===== src/rtl/core_pkg.sv =====
// core_pkg: shared state encoding and instruction field positions for core_sequencer
package core_pkg;
  typedef enum logic [3:0] {
    S_IDLE, S_XW, S_WW, S_WL0, S_WLOAD, S_GAP, S_AL0, S_EXEC, S_DRAIN, S_ACC, S_DONE
  } state_t;
  localparam int I_ACC      = 33;
  localparam int I_CEN_P    = 32;
  localparam int I_WEN_P    = 31;
  localparam int I_AP_LO    = 20;
  localparam int I_CEN_X    = 19;
  localparam int I_WEN_X    = 18;
  localparam int I_AX_LO    = 7;
  localparam int I_OFIFO_RD = 6;
  localparam int I_IFIFO_WR = 5;
  localparam int I_IFIFO_RD = 4;
  localparam int I_L0_RD    = 3;
  localparam int I_L0_WR    = 2;
  localparam int I_EXEC     = 1;
  localparam int I_LOAD     = 0;
  localparam logic [33:0] INST_IDLE = 34'h1800C0000;
endpackage


===== src/rtl/seq_counter.sv =====
// seq_counter: 11-bit clearable up-counter flagging the final count of a phase
module seq_counter (
  input  logic        clk,
  input  logic        reset,
  input  logic        clr,
  input  logic        en,
  input  logic [10:0] limit,
  output logic [10:0] count,
  output logic        last
);
  assign last = count == limit - 11'd1;
  // clear wins over increment so every phase starts from zero
  always_ff @(posedge clk or negedge reset)
    if (!reset) count <= '0;
    else if (clr) count <= '0;
    else if (en) count <= count + 11'd1;
endmodule


===== src/rtl/core_sequencer.sv =====
// core_sequencer: drives the core instruction word through one tile of load/execute/accumulate
module core_sequencer
  import core_pkg::*;
#(
  parameter int          bw     = 4,
  parameter int          row    = 8,
  parameter int          col    = 8,
  parameter int          DRAIN  = 16,
  parameter logic [10:0] W_BASE = 11'd1024
) (
  input  logic              clk,
  input  logic              reset,
  input  logic              start,
  input  logic [10:0]       len,
  input  logic              acc,
  input  logic [10:0]       pmem_base,
  input  logic [bw*row-1:0] in_data,
  input  logic              in_valid,
  output logic              in_ready,
  output logic [33:0]       inst,
  output logic [bw*row-1:0] D_xmem,
  output logic              busy,
  output logic              done
);
  state_t              state, nxt;
  logic [10:0]         tile_len, tile_base, count, limit;
  logic                tile_acc, xfer, en, last, adv, clr;
  logic [33:0]         inst_d;
  logic [bw*row-1:0]   data_d;
  assign in_ready = state == S_XW || state == S_WW;
  assign busy     = state != S_IDLE;
  assign done     = state == S_DONE;
  assign xfer     = in_valid && in_ready;
  assign en       = in_ready ? xfer : 1'b1;
  assign adv      = busy && en && last;
  assign clr      = adv || state == S_IDLE;
  // phase length of the current state
  always_comb begin
    limit = 11'd1;
    unique case (state)
      S_XW, S_AL0, S_EXEC, S_ACC: limit = tile_len;
      S_WW, S_WL0, S_WLOAD:       limit = 11'(col);
      S_GAP:                      limit = 11'(row);
      S_DRAIN:                    limit = 11'(DRAIN);
      default:                    limit = 11'd1;
    endcase
  end
  seq_counter u_cnt (
    .clk(clk), .reset(reset), .clr(clr), .en(en), .limit(limit), .count(count), .last(last)
  );
  // state register
  always_ff @(posedge clk or negedge reset)
    if (!reset) state <= S_IDLE;
    else state <= nxt;
  // next state: enum order is the phase order, DONE wraps to IDLE
  always_comb begin
    nxt = state;
    if (state == S_IDLE) nxt = (start && len != 11'd0) ? S_XW : S_IDLE;
    else if (adv) nxt = (state == S_DONE) ? S_IDLE : state_t'(state + 4'd1);
  end
  // tile parameters are latched on the accepted start only
  always_ff @(posedge clk or negedge reset)
    if (!reset) begin
      tile_len  <= '0;
      tile_base <= '0;
      tile_acc  <= 1'b0;
    end else if (state == S_IDLE && start && len != 11'd0) begin
      tile_len  <= len;
      tile_base <= pmem_base;
      tile_acc  <= acc;
    end
  // instruction for the current cycle, registered below
  always_comb begin
    inst_d = INST_IDLE;
    data_d = D_xmem;
    unique case (state)
      S_XW, S_WW: if (xfer) begin
        inst_d[I_CEN_X]          = 1'b0;
        inst_d[I_WEN_X]          = 1'b0;
        inst_d[I_AX_LO +: 11]    = state == S_WW ? W_BASE + count : count;
        data_d                   = in_data;
      end
      S_WL0, S_AL0: begin
        inst_d[I_CEN_X]          = 1'b0;
        inst_d[I_AX_LO +: 11]    = state == S_WL0 ? W_BASE + count : count;
        inst_d[I_L0_WR]          = 1'b1;
      end
      S_WLOAD: begin
        inst_d[I_L0_RD]          = 1'b1;
        inst_d[I_LOAD]           = 1'b1;
      end
      S_EXEC: begin
        inst_d[I_L0_RD]          = 1'b1;
        inst_d[I_EXEC]           = 1'b1;
      end
      S_ACC: begin
        inst_d[I_OFIFO_RD]       = 1'b1;
        inst_d[I_CEN_P]          = 1'b0;
        inst_d[I_WEN_P]          = 1'b0;
        inst_d[I_AP_LO +: 11]    = tile_base + count;
        inst_d[I_ACC]            = tile_acc;
      end
      default: ;
    endcase
  end
  // output register for inst and write data
  always_ff @(posedge clk or negedge reset)
    if (!reset) begin
      inst   <= INST_IDLE;
      D_xmem <= '0;
    end else begin
      inst   <= inst_d;
      D_xmem <= data_d;
    end
endmodule


===== config.mk =====
export PLATFORM = sky130hd
export DESIGN_NAME = core_sequencer
export DESIGN_NICKNAME = d
export VERILOG_FILES = /design/src/rtl/core_pkg.sv /design/src/rtl/seq_counter.sv /design/src/rtl/core_sequencer.sv
export SDC_FILE = /design/constraint.sdc
export NUM_CORES = 1
export LEC_CHECK = 0
export BUFFER_PORTS_ARGS = -buffer_cell sky130_fd_sc_hd__buf_4
export CORE_MARGIN = 1.5
export CORE_UTILIZATION = 55
export DETAILED_ROUTE_END_ITERATION = 10
export PLACE_DENSITY = 0.8
export SYNTH_ARGS = -nofsm -noshare
export SYNTH_HDL_FRONTEND = slang
export SYNTH_SLANG_ARGS = --single-unit

===== constraint.sdc =====
create_clock -name clk -period 6.7 [get_ports clk]
set_input_delay 1.005 -clock clk [delete_from_list [all_inputs] [get_ports clk]]
set_output_delay 1.005 -clock clk [all_outputs]
set_load 0.005 [all_outputs]

Yosys cells after proc, flatten, opt, wreduce, memory -nomap -nowiden
Index checks and enable logic that the tools add are counted.
W data, S select, Z words.
{"block": "totals", "ff_bits": 102, "in_bits": 59, "out_inout_bits": 69, "word_cells": 62}
{"block": "op_classes", "add_sub_neg": 5, "eq_ne": 11, "muxes": 20, "n_reduce_logical": 19}
{"op": "$mux W11", "count": 4}
{"op": "$pmux W11 S3", "count": 1}
{"op": "$pmux W11 S2", "count": 1}
{"op": "$eq A4 B3 Y1 const B", "count": 4}
{"op": "$mux W14", "count": 1}
{"op": "$mux W13", "count": 1}
{"op": "$eq A4 B4 Y1 const B", "count": 3}
{"op": "$mux W4", "count": 3}
{"op": "$add A11 B1 Y11 const B", "count": 1}
{"op": "$add A11 B11 Y11", "count": 1}
{"op": "$add A11 B11 Y11 const A", "count": 1}
{"op": "$eq A11 B11 Y1", "count": 1}
{"op": "$reduce_bool A11 Y1", "count": 1}
{"op": "$sub A11 B1 Y11 const B", "count": 1}
{"op": "$eq A4 B2 Y1 const B", "count": 2}
{"op": "$mux W1", "count": 8}
{"op": "$reduce_or A4 Y1", "count": 2}
{"op": "$logic_and A1 B1 Y1", "count": 6}
{"op": "$reduce_or A2 Y1", "count": 3}
{"op": "$add A4 B1 Y4 const B", "count": 1}
{"op": "$eq A4 B1 Y1 const B", "count": 1}
{"op": "$logic_not A4 Y1", "count": 1}
{"op": "$reduce_bool A2 Y1", "count": 2}
{"op": "$reduce_bool A4 Y1", "count": 1}
{"op": "3 further kinds", "count": 4}

Logic depth before layout (Yosys ltp)
Gate-level depths: netlist of the first run.
{"block": "logic_depth", "ltp_word": 8, "mapped_depth": 17}

By module
A second synthesis of the first run with hierarchy kept.
{"block": "unflattened", "cells_unflattened": 424, "area_unflattened_um2": 5151.2}
{"mod": "core_sequencer", "n_inst": 1, "cells_per_inst": 312, "area_per_inst_um2": 4167.7, "seq_area_each_um2": 2255.9}
{"mod": "seq_counter", "n_inst": 1, "cells_per_inst": 112, "area_per_inst_um2": 983.4, "seq_area_each_um2": 275.3}

Worst setup path after synthesis of the first run
OpenSTA, ideal clock, no wires.
{"block": "synth_timing", "path_kind": "register to register", "startpoint": "reg state[2]", "endpoint": "reg state[1]", "arrival_time_ns": 2.907, "t_required_ns": 6.605, "setup_slack_ns": 3.697, "stages_incl_launch_ff": 17, "period_less_slack_ns": 3.003, "cell_sequence": "dfrtp_1 -> buf_4 -> or3b_4 -> nand2b_4 -> buf_8 -> nand2_1 -> ha_1 -> buf_2 -> xor2_1 -> and2_1 -> a21oi_1 -> o22ai_1 -> o2111ai_1 -> nor4_2 -> nand4_2 -> or2_1 -> o31ai_1"}
{"block": "synth_via", "elab_chain_len": 7, "elab_cells_between_ends": 26, "cone_classes": "1 x add/sub; 11 x eq/ne; 5 x mux; 9 x reduce/logical"}
{"element": "start: declaration", "line": "core_sequencer.sv:25", "source": "state_t state, nxt;"}
{"element": "start signal: assignment", "line": "core_sequencer.sv:54", "source": "else state <= nxt;"}
{"element": "$eq A4 B2 Y1 (tied with other cells)", "line": "core_sequencer.sv:30, core_sequencer.sv:40"}
{"element": "$reduce_or A4 Y1 (no line) (tied with other cells)"}
{"element": "$pmux W11 S3 or $logic_and A1 B1 Y1 (tied branches)", "line": "core_sequencer.sv:40, core_sequencer.sv:33"}
{"element": "$sub A11 B1 Y11 or $mux W1 (tied branches)", "line": "seq_counter.sv:11, core_sequencer.sv:34"}
{"element": "$eq A11 B11 Y1 or $logic_and A1 B1 Y1 (tied branches)", "line": "seq_counter.sv:11, core_sequencer.sv:35"}
{"element": "$logic_and A1 B1 Y1", "line": "core_sequencer.sv:35", "source": "assign adv = busy && en && last;"}
{"element": "$reduce_bool A2 Y1 (no line)"}
Parallel ways exist; a longest one is shown, timed or not. The select of a mux whose other input is x is not followed.
A chain may end at the register's enable or synchronous reset.

Final worst setup path of the first run
{"block": "layout_timing", "startpoint": "reg state[0]", "endpoint": "reg u_cnt.count[4]"}
{"block": "layout_via", "elab_chain_len": 8, "elab_cells_between_ends": 24, "cone_classes": "1 x add/sub; 10 x eq/ne; 3 x mux; 10 x reduce/logical"}
{"element": "$eq A4 B2 Y1 (tied with other cells)", "line": "core_sequencer.sv:30, core_sequencer.sv:40"}
{"element": "$reduce_or A4 Y1 (no line) (tied with other cells)"}
{"element": "$pmux W11 S3 or $logic_and A1 B1 Y1 (tied branches)", "line": "core_sequencer.sv:40, core_sequencer.sv:33"}
{"element": "$sub A11 B1 Y11 or $mux W1 (tied branches)", "line": "seq_counter.sv:11, core_sequencer.sv:34"}
{"element": "$eq A11 B11 Y1 or $logic_and A1 B1 Y1 (tied branches)", "line": "seq_counter.sv:11, core_sequencer.sv:35"}
{"element": "$logic_and A1 B1 Y1", "line": "core_sequencer.sv:35"}
{"element": "$logic_or A1 B1 Y1", "line": "core_sequencer.sv:36", "source": "assign clr = adv || state == S_IDLE;"}
{"element": "$mux W11 or $reduce_bool A2 Y1 (tied branches)"}
{"element": "end signal: assignment", "line": "seq_counter.sv:16", "source": "else if (en) count <= count + 11'd1;"}
{"element": "end: declaration", "line": "seq_counter.sv:8", "source": "output logic [10:0] count,"}
Parallel ways exist; a longest one is shown, timed or not.

==> results of run 1 <==
-- cells in the final DEF (no fill, tap or decap), types with 3 or more instances in the layout --
master / n
dfstp_2: 3
o21ai_0: 11
nor4_1: 3
and3_1: 5
dfrtp_1: 98
inv_1: 12
a31oi_1: 3
nor2b_1: 9
or2_2: 3
nand2b_1: 3
a211oi_1: 3
a21oi_1: 13
o211ai_1: 4
mux2_2: 56
mux2i_1: 3
nor2_1: 45
nand3_1: 11
a21o_1: 4
nor3_1: 5
xnor2_1: 19
xor2_1: 13
nand4_1: 4
ha_1: 12
nor3b_1: 3
o31ai_1: 3
and2_1: 3
buf_4: 128
clkbuf_8: 11
nand2_1: 19
-- per-layer routing --
| metal | vias up | share of wire, % | track usage [%] | wire length [microns] |
|---|---|---|---|---|
| li1 | 1740 | - | - | - |
| met2 | 136 | 47 | 36.20 | 4942 |
| met1 | 1772 | 45 | 29.71 | 4680 |
| met4 | 0 | 1.5 | 8.342 | 160 |
| met5 | - | 0 | 0 | 0 |
| met3 | 17 | 6.1 | 3.579 | 634 |
-- worst register-to-register path, cell delays in order, from the launching register on --
cell and delay [ps]:
dfrtp_1 800, or3b_4 490, nand2b_4 170, nand2_1 80, ha_1 300, xor2_1 270, and2_1 160, a21oi_1 70
o22ai_1 140, o2111ai_1 150, nor4_2 190, nand4_2 210, o21ai_2 430, nor2_1 110
-- logic make-up (layout without fill, tap and decap cells) --
family / count (synthesis) / in the layout / synth area share [%]
fa+ha+maj: 13 / 13 / 3.403
buf+inv: 38 / 156 / 4.129
mux: 59 / 59 / 13.21
compound gates: 59 / 59 / 8.509
xor+xnor: 32 / 32 / 5.606
other cells: 1 / 2 / 0.07500
flops: 101 / 101 / 50.63
simple gates: 132 / 132 / 14.44
-- cell type report --
class / count / area share (%)
well taps: 108 / 2.204
flip-flops and latches: 101 / 41.29
multi-input cells: 297 / 36.96
inverters: 12 / 0.7347
clock buffers: 12 / 2.531
clock inverters: 4 / 0.6122
repair buffers: 128 / 15.67
-- worst max path at each step --
stage | startpoint | end | slack [ps]
6_report | state[0] | u_cnt.count[4] | 3000
5_1_grt | state[0] | u_cnt.count[9] | 2750
4_1_cts | state[0] | u_cnt.count[4] | 3050
3_5_place_dp | state[0] | u_cnt.count[9] | 3050
3_3_place_gp | state[0] | u_cnt.count[1] | 3250
2_1_floorplan | state[2] | state[1] | 3700
-- stage by stage --
| stage | area (sq um) | power, mW | util [%] |
|---|---|---|---|
| after detailed placement | 5938 | 2.207 | 67.76 |
| after global placement | 5938 | 2.164 | 67.76 |
| final | 6131 | 2.574 | 69.96 |
| after CTS | 6131 | 2.587 | 69.96 |
| after global routing | 6131 | 2.764 | 69.96 |
| after floorplan | 5004 | 1.792 | - |
-- registers in the layout (all words and copies together), names as in the netlist --
register and flops:
D_xmem 32, inst 31, state 4, tile_acc 1
tile_base 11, tile_len 11, u_cnt.count 11
-- power by group through the flow --
stage / sequential (mW) / combinational, mW / clock, mW
global placement: 1.04 / 1.13 / 0
finish: 1.04 / 1.16 / 0.375
floorplan: 0.994 / 0.798 / 0
detailed placement: 1.05 / 1.16 / 0
CTS: 1.03 / 1.17 / 0.383
global route: 1.07 / 1.29 / 0.410
==> results.py, run 1 <==
metrics = {
    "outcome": {
        "status": "completed",
    },
    "global_route": {
        "grt_first_pass_wirelength_microns": 17090,
        "grtUsageTotal_pct": 22.08,
        "antenna_found_initial": 0,
        "grt_max_degree": 64,
        "overflow": 0,
        "grt_pass1_vias": 3564,
    },
    "route": {
        "routed_wl_microns": 10420,
        "drtIter0Drc": 158,
        "ant_nets": 0,
        "firstDrtPassIters": 4,
        "avgViaCountPerCell": 5.536,
        "drc": 0,
        "vias": 3665,
        "wire_per_inst_microns": 15.74,
    },
    "hold_path": {
        "min_from": "tile_acc",
        "min_to": "inst[33]",
        "hold_class": "flop to flop",
        "worstHoldPathCells": 1,
    },
    "timing": {
        "hold_viol_final": 0,
        "relSlewSlack_pct": 27.91,
        "maxClockFrequency_mhz": 270.5,
        "layout_setup_ws_ps": 3003,
        "fin_skew_ps": 10.83,
        "setup_viol": 0,
        "timing_worst_slew_pin_value_ps": 1081,
        "slew_violations": 0,
        "rsz0062_at_grt": "false",
        "fin_setup_tns_ps": 0,
        "finalCritPeriodShare_pct": 55.19,
        "hold_slack_ps": 504.0,
        "min_period_ps": 3697,
    },
    "clock_network": {
        "clkLatencyLatePin_ps": 360,
        "cts.sinks": 101,
        "postCtsSetupBuffers": 0,
        "holdBufCountCts": 0,
        "clk_pin_slew_ps": 90,
        "cts_buffers": 9,
        "cts_resized": 0,
        "clock_path_buffers": 2,
        "cts_tree": "yes",
        "htree_levels": 3,
        "clock-root-buffer": "clkbuf_8",
    },
    "die": {
        "num_rows": 34,
        "die_h_microns": 98.35,
        "initial_core_util_pct": 57.05,
        "dieArea_sq_um": 9672,
        "core_sq_um": 8763,
        "ios": 128,
        "die_x_microns": 98.35,
    },
    "logic_synthesis": {
        "async_flop_share_pct": 100.0,
        "synth_cells": 435,
        "yosysUniqueCellTypes": 65,
        "avgSynthCellArea_sq_um": 11.49,
        "synth_top_area_share_pct": 49.05,
        "yosysMostFrequentCell": "dfrtp_1",
        "seq_area_frac_synth_pct": 50.63,
        "synth_edf_count": 0,
        "ys_top_cells_by_count": "dfrtp_1 (98), mux2_2 (56), nor2_1 (45)",
        "synth_area_sq_um": 5000,
        "synth-seq-cells": 101,
        "synth_largest_area_cell": "dfrtp_1",
        "synth_ff_type": "dfrtp_1",
        "synth_warnings": 0,
        "synth_area_leaders": "dfrtp_1 (49%), mux2_2 (13%), nor2_1 (3.4%), xnor2_1 (3.3%), ha_1 (3.0%)",
    },
    "final_layout": {
        "ff_latch_area_sq_um": 2531,
        "num-fill-cells": 663,
        "multiInputGateArea_sq_um": 2266,
        "num-nets-final": 621,
        "antenna_cells": 0,
        "area_growth_pct": 22.62,
        "drive_above_1_share_pct": 39.71,
        "stdcell_count": 662,
    },
    "place": {
        "post-place-cells": 646,
        "portBuffers": 125,
        "preCtsSetupSlack_ps": 3053,
        "place_hpwl_microns": 7770,
        "gp_congestion": 0.8563,
    },
    "critical_path": {
        "startpoint_type": "flop",
        "r2r_slack_ps": 3000,
        "r2r-start": "state[0]",
        "crit_family": "simple AND/OR/NAND/NOR gates",
        "crit_required_ps": 6930,
        "cp.arrival_ps": 3930,
        "crit_type": "flop to flop",
        "crit_cells": 13,
        "cp_max_fo": 19,
        "worstSetupEndpointType": "flop",
        "path_cells": "or3b_4, nand2b_4, nand2_1, ha_1, xor2_1, and2_1, a21oi_1, o22ai_1, o2111ai_1, nor4_2, nand4_2, o21ai_2, nor2_1",
        "critPathBufInv": 0,
        "slowest_delay_ps": 800,
        "rr_worst_depth": 13,
        "timing.rr.end": "u_cnt.count[4]",
        "cp_slowest_cell": "dfrtp_1",
    },
    "pwr": {
        "combPwrFrac_pct": 45.1,
        "intPower_mw": 1.636,
        "p_leak_nw": 2.884,
        "p_switching_mw": 0.9382,
        "irDropWorstVdd_mv": 0.1931,
        "p_per_area_nw_per_um2": 419.9,
        "pwr-share-seq_pct": 40.3,
        "p_clk_share_pct": 14.6,
        "swShare_pct": 36.44,
    },
    "run": {
        "maxCapViolCount": 0,
    },
}
(Power assumes the default switching activity.)
==> inputs of run 2 (changes only) <==
ABC_AREA = 1   (was default)
CORE_UTILIZATION = 48   (was 55)
PLACE_DENSITY = 0.75   (was 0.8)
clock period = 3.4 ns   (was 6.7 ns; I/O delays follow)
==> run 2 against run 1 <==
Net effect: combinational power shrank 48%; critical path type unchanged; power grew 6.9%; via count grew 9.7%; largest power group is now registers; worst setup slack lost 2300 ps.
==> results.py, run 2 <==
metrics = {
    "timing": {
        "rsz0062_at_grt": "false",
        "setup_viol": 0,
        "slew_violations": 0,
        "relSlewSlack_pct": 33.36,
        "fin_skew_ps": 10.22,
        "hold_slack_ps": 114.3,
        "min_period_ps": 2691,
        "timing_worst_slew_pin_value_ps": 998.4,
        "layout_setup_ws_ps": 709.3,
        "hold_viol_final": 0,
        "maxClockFrequency_mhz": 371.7,
        "fin_setup_tns_ps": 0,
        "finalCritPeriodShare_pct": 79.14,
    },
    "logic_synthesis": {
        "yosysUniqueCellTypes": 38,
        "synth_top_area_share_pct": 50.58,
        "seq_area_frac_synth_pct": 52.21,
        "avgSynthCellArea_sq_um": 8.815,
        "ys_top_cells_by_count": "nand2_1 (182), dfrtp_1 (98), nor2_1 (45)",
        "synth_edf_count": 0,
        "synth_area_leaders": "dfrtp_1 (51%), nand2_1 (14%), mux2_2 (5.1%), nor2_1 (3.5%), inv_1 (3.4%)",
        "synth_xor_area_share_pct": 2.916,
        "synth-seq-cells": 101,
        "async_flop_share_pct": 100.0,
        "synth_compound_area_share_pct": 5.600,
        "synthAdderAreaFrac_pct": 3.510,
        "synth_simple_gate_area_share_pct": 25.14,
        "synth_mux_area_share_pct": 5.110,
        "synth_top_family_by_area": "simple AND/OR/NAND/NOR gates",
        "synth_warnings": 0,
        "yosysMostFrequentCell": "nand2_1",
        "synth_ff_type": "dfrtp_1",
        "synth_area_sq_um": 4848,
        "synth_largest_area_cell": "dfrtp_1",
        "synth_cells": 550,
    },
    "critical_path": {
        "crit_family": "simple AND/OR/NAND/NOR gates",
        "crit_type": "flop to flop",
        "worstSetupEndpointType": "flop",
        "crit_required_ps": 3730,
        "cp.arrival_ps": 3020,
        "path_cells": "nor2_2, nand2_4, nand2_1, a21oi_1, ha_1, xnor2_1, nor2_1, nand3_1, nor2_1, nand2_1, nor2_1, nand3_1, nor2_2, nand2_2, nand2_4, nand2_1, nand2_1",
        "cp_common_cell": "nand2_1",
        "critPathBufInv": 0,
        "slowest_delay_ps": 500,
        "startpoint_type": "flop",
        "cp_max_fo": 12,
        "cp_slowest_cell": "dfrtp_1",
    },
    "route": {
        "drtIter0Drc": 209,
        "routed.top_layer": "met4",
        "wire_per_inst_microns": 13.58,
        "firstDrtPassIters": 7,
        "avgViaCountPerCell": 4.953,
        "routed-wl-met2_microns": 5392,
        "routed-wl-met3_microns": 515,
        "ant_nets": 0,
        "met1_length_microns": 4833,
        "vias": 4022,
        "drc": 0,
        "routed_wl_microns": 11030,
    },
    "clock_network": {
        "clk_pin_slew_ps": 110,
        "cts.sinks": 101,
        "clkLatencyLatePin_ps": 380,
        "clock-root-buffer": "clkbuf_8",
        "postCtsSetupBuffers": 0,
        "cts_tree": "yes",
        "cts_resized": 0,
        "clock_path_buffers": 2,
        "htree_levels": 3,
        "cts_buffers": 9,
        "holdBufCountCts": 0,
    },
    "place": {
        "place_hpwl_microns": 8448,
        "portBuffers": 125,
        "gp_congestion": 0.9149,
        "preCtsSetupSlack_ps": 737.8,
    },
    "final_layout": {
        "num-nets-final": 746,
        "num-fill-cells": 853,
        "area_growth_pct": 25.55,
        "antenna_cells": 0,
        "largest_reg_flops": 32,
        "ff_latch_area_sq_um": 2531,
        "layout_commonest_cell": "nand2_1",
        "drive_above_1_share_pct": 28.42,
        "final_cell_mix": "nand2_1 (182), buf_4 (129), dfrtp_1 (98)",
        "reg_top3": "D_xmem x32, inst x31",
        "top_register": "D_xmem",
        "multiInputGateArea_sq_um": 2059,
    },
    "hold_path": {
        "hold_class": "primary input to asynchronous set/reset pin",
    },
    "die": {
        "dieArea_sq_um": 10710,
        "num_rows": 36,
        "die_h_microns": 103.5,
        "die_x_microns": 103.5,
        "core_sq_um": 9774,
        "ios": 128,
        "initial_core_util_pct": 49.60,
    },
    "global_route": {
        "grt_first_pass_wirelength_microns": 18460,
        "antenna_found_initial": 0,
        "grt_max_degree": 48,
        "grtUsageTotal_pct": 21.52,
        "grt_pass1_vias": 3836,
        "overflow": 0,
    },
    "outcome": {
        "status": "completed",
    },
    "pwr": {
        "p_leak_nw": 3.378,
        "p_per_area_nw_per_um2": 452.0,
        "irDropWorstVdd_mv": 0.1948,
    },
    "run": {
        "maxCapViolCount": 0,
    },
}
## run 2: worst register-to-register path: cells and delay by family, from the launching register on
family | cells | cell delay [ps]
simple gates | 14 | 1640
flops | 1 | 500
fa+ha+maj | 1 | 320
xor+xnor | 1 | 120
compound gates | 1 | 60
## run 2: cell type report
type | count | area share [%]
Inverter | 46 | 2.837
Clock buffer | 10 | 2.261
Clock inverter | 6 | 0.8428
Timing Repair Buffer | 129 | 15.91
Sequential cell | 101 | 41.58
Tap cell | 133 | 2.734
Multi-Input combinational cell | 387 | 33.83
## run 2: final timing paths
check | start | endpoint | slack [ps] | cells past startpoint
setup / recovery | state[2] | state[0] | 710 | 17
hold / removal | reset | D_xmem[19] | 110 | 1
setup reg to reg | state[2] | state[0] | 710 | 17
hold reg to reg | D_xmem[28] | D_xmem[28] | 480 | 2
max in group asynchronous | reset | inst[19] | 2430 | 2
min in group clk | in_data[20] | D_xmem[20] | 320 | 3
## run 2: stage by stage
step	utilization, %	total power, mW	cells	area (sq um)
finish	62.28	2.752	812	6087
global route	62.28	2.920	812	6087
CTS	62.28	2.781	812	6087
detailed placement	60.34	2.028	796	5898
global placement	60.34	2.013	796	5898
floorplan	-	1.743	551	4852
## run 2: routing by layer
| layer | vias up | track usage [%] |
|---|---|---|
| li1 | 1998 | - |
| met1 | 1882 | 28.23 |
| met2 | 123 | 35.52 |
| met3 | 19 | 2.958 |
| met4 | 0 | 10.12 |
| met5 | - | 0 |
## run 2: cell families (layout without fill, tap and decap cells)
| kind of cell | count (synthesis) | in the layout |
|---|---|---|
| AO/OA/AOI/OAI | 48 | 48 |
| XOR/XNOR | 13 | 13 |
| adder cells (fa/ha/maj) | 13 | 13 |
| buffers and inverters | 63 | 191 |
| flip-flops | 101 | 101 |
| multiplexers | 22 | 22 |
| other | 1 | 2 |
| AND/OR/NAND/NOR | 289 | 289 |
## run 2: where the power goes
group	switching (mW)	internal (mW)	total, mW
Combinational	0.331	0.268	0.598
Sequential	0.0992	1.30	1.40
Clock	0.451	0.298	0.749
Total	0.881	1.87	2.75
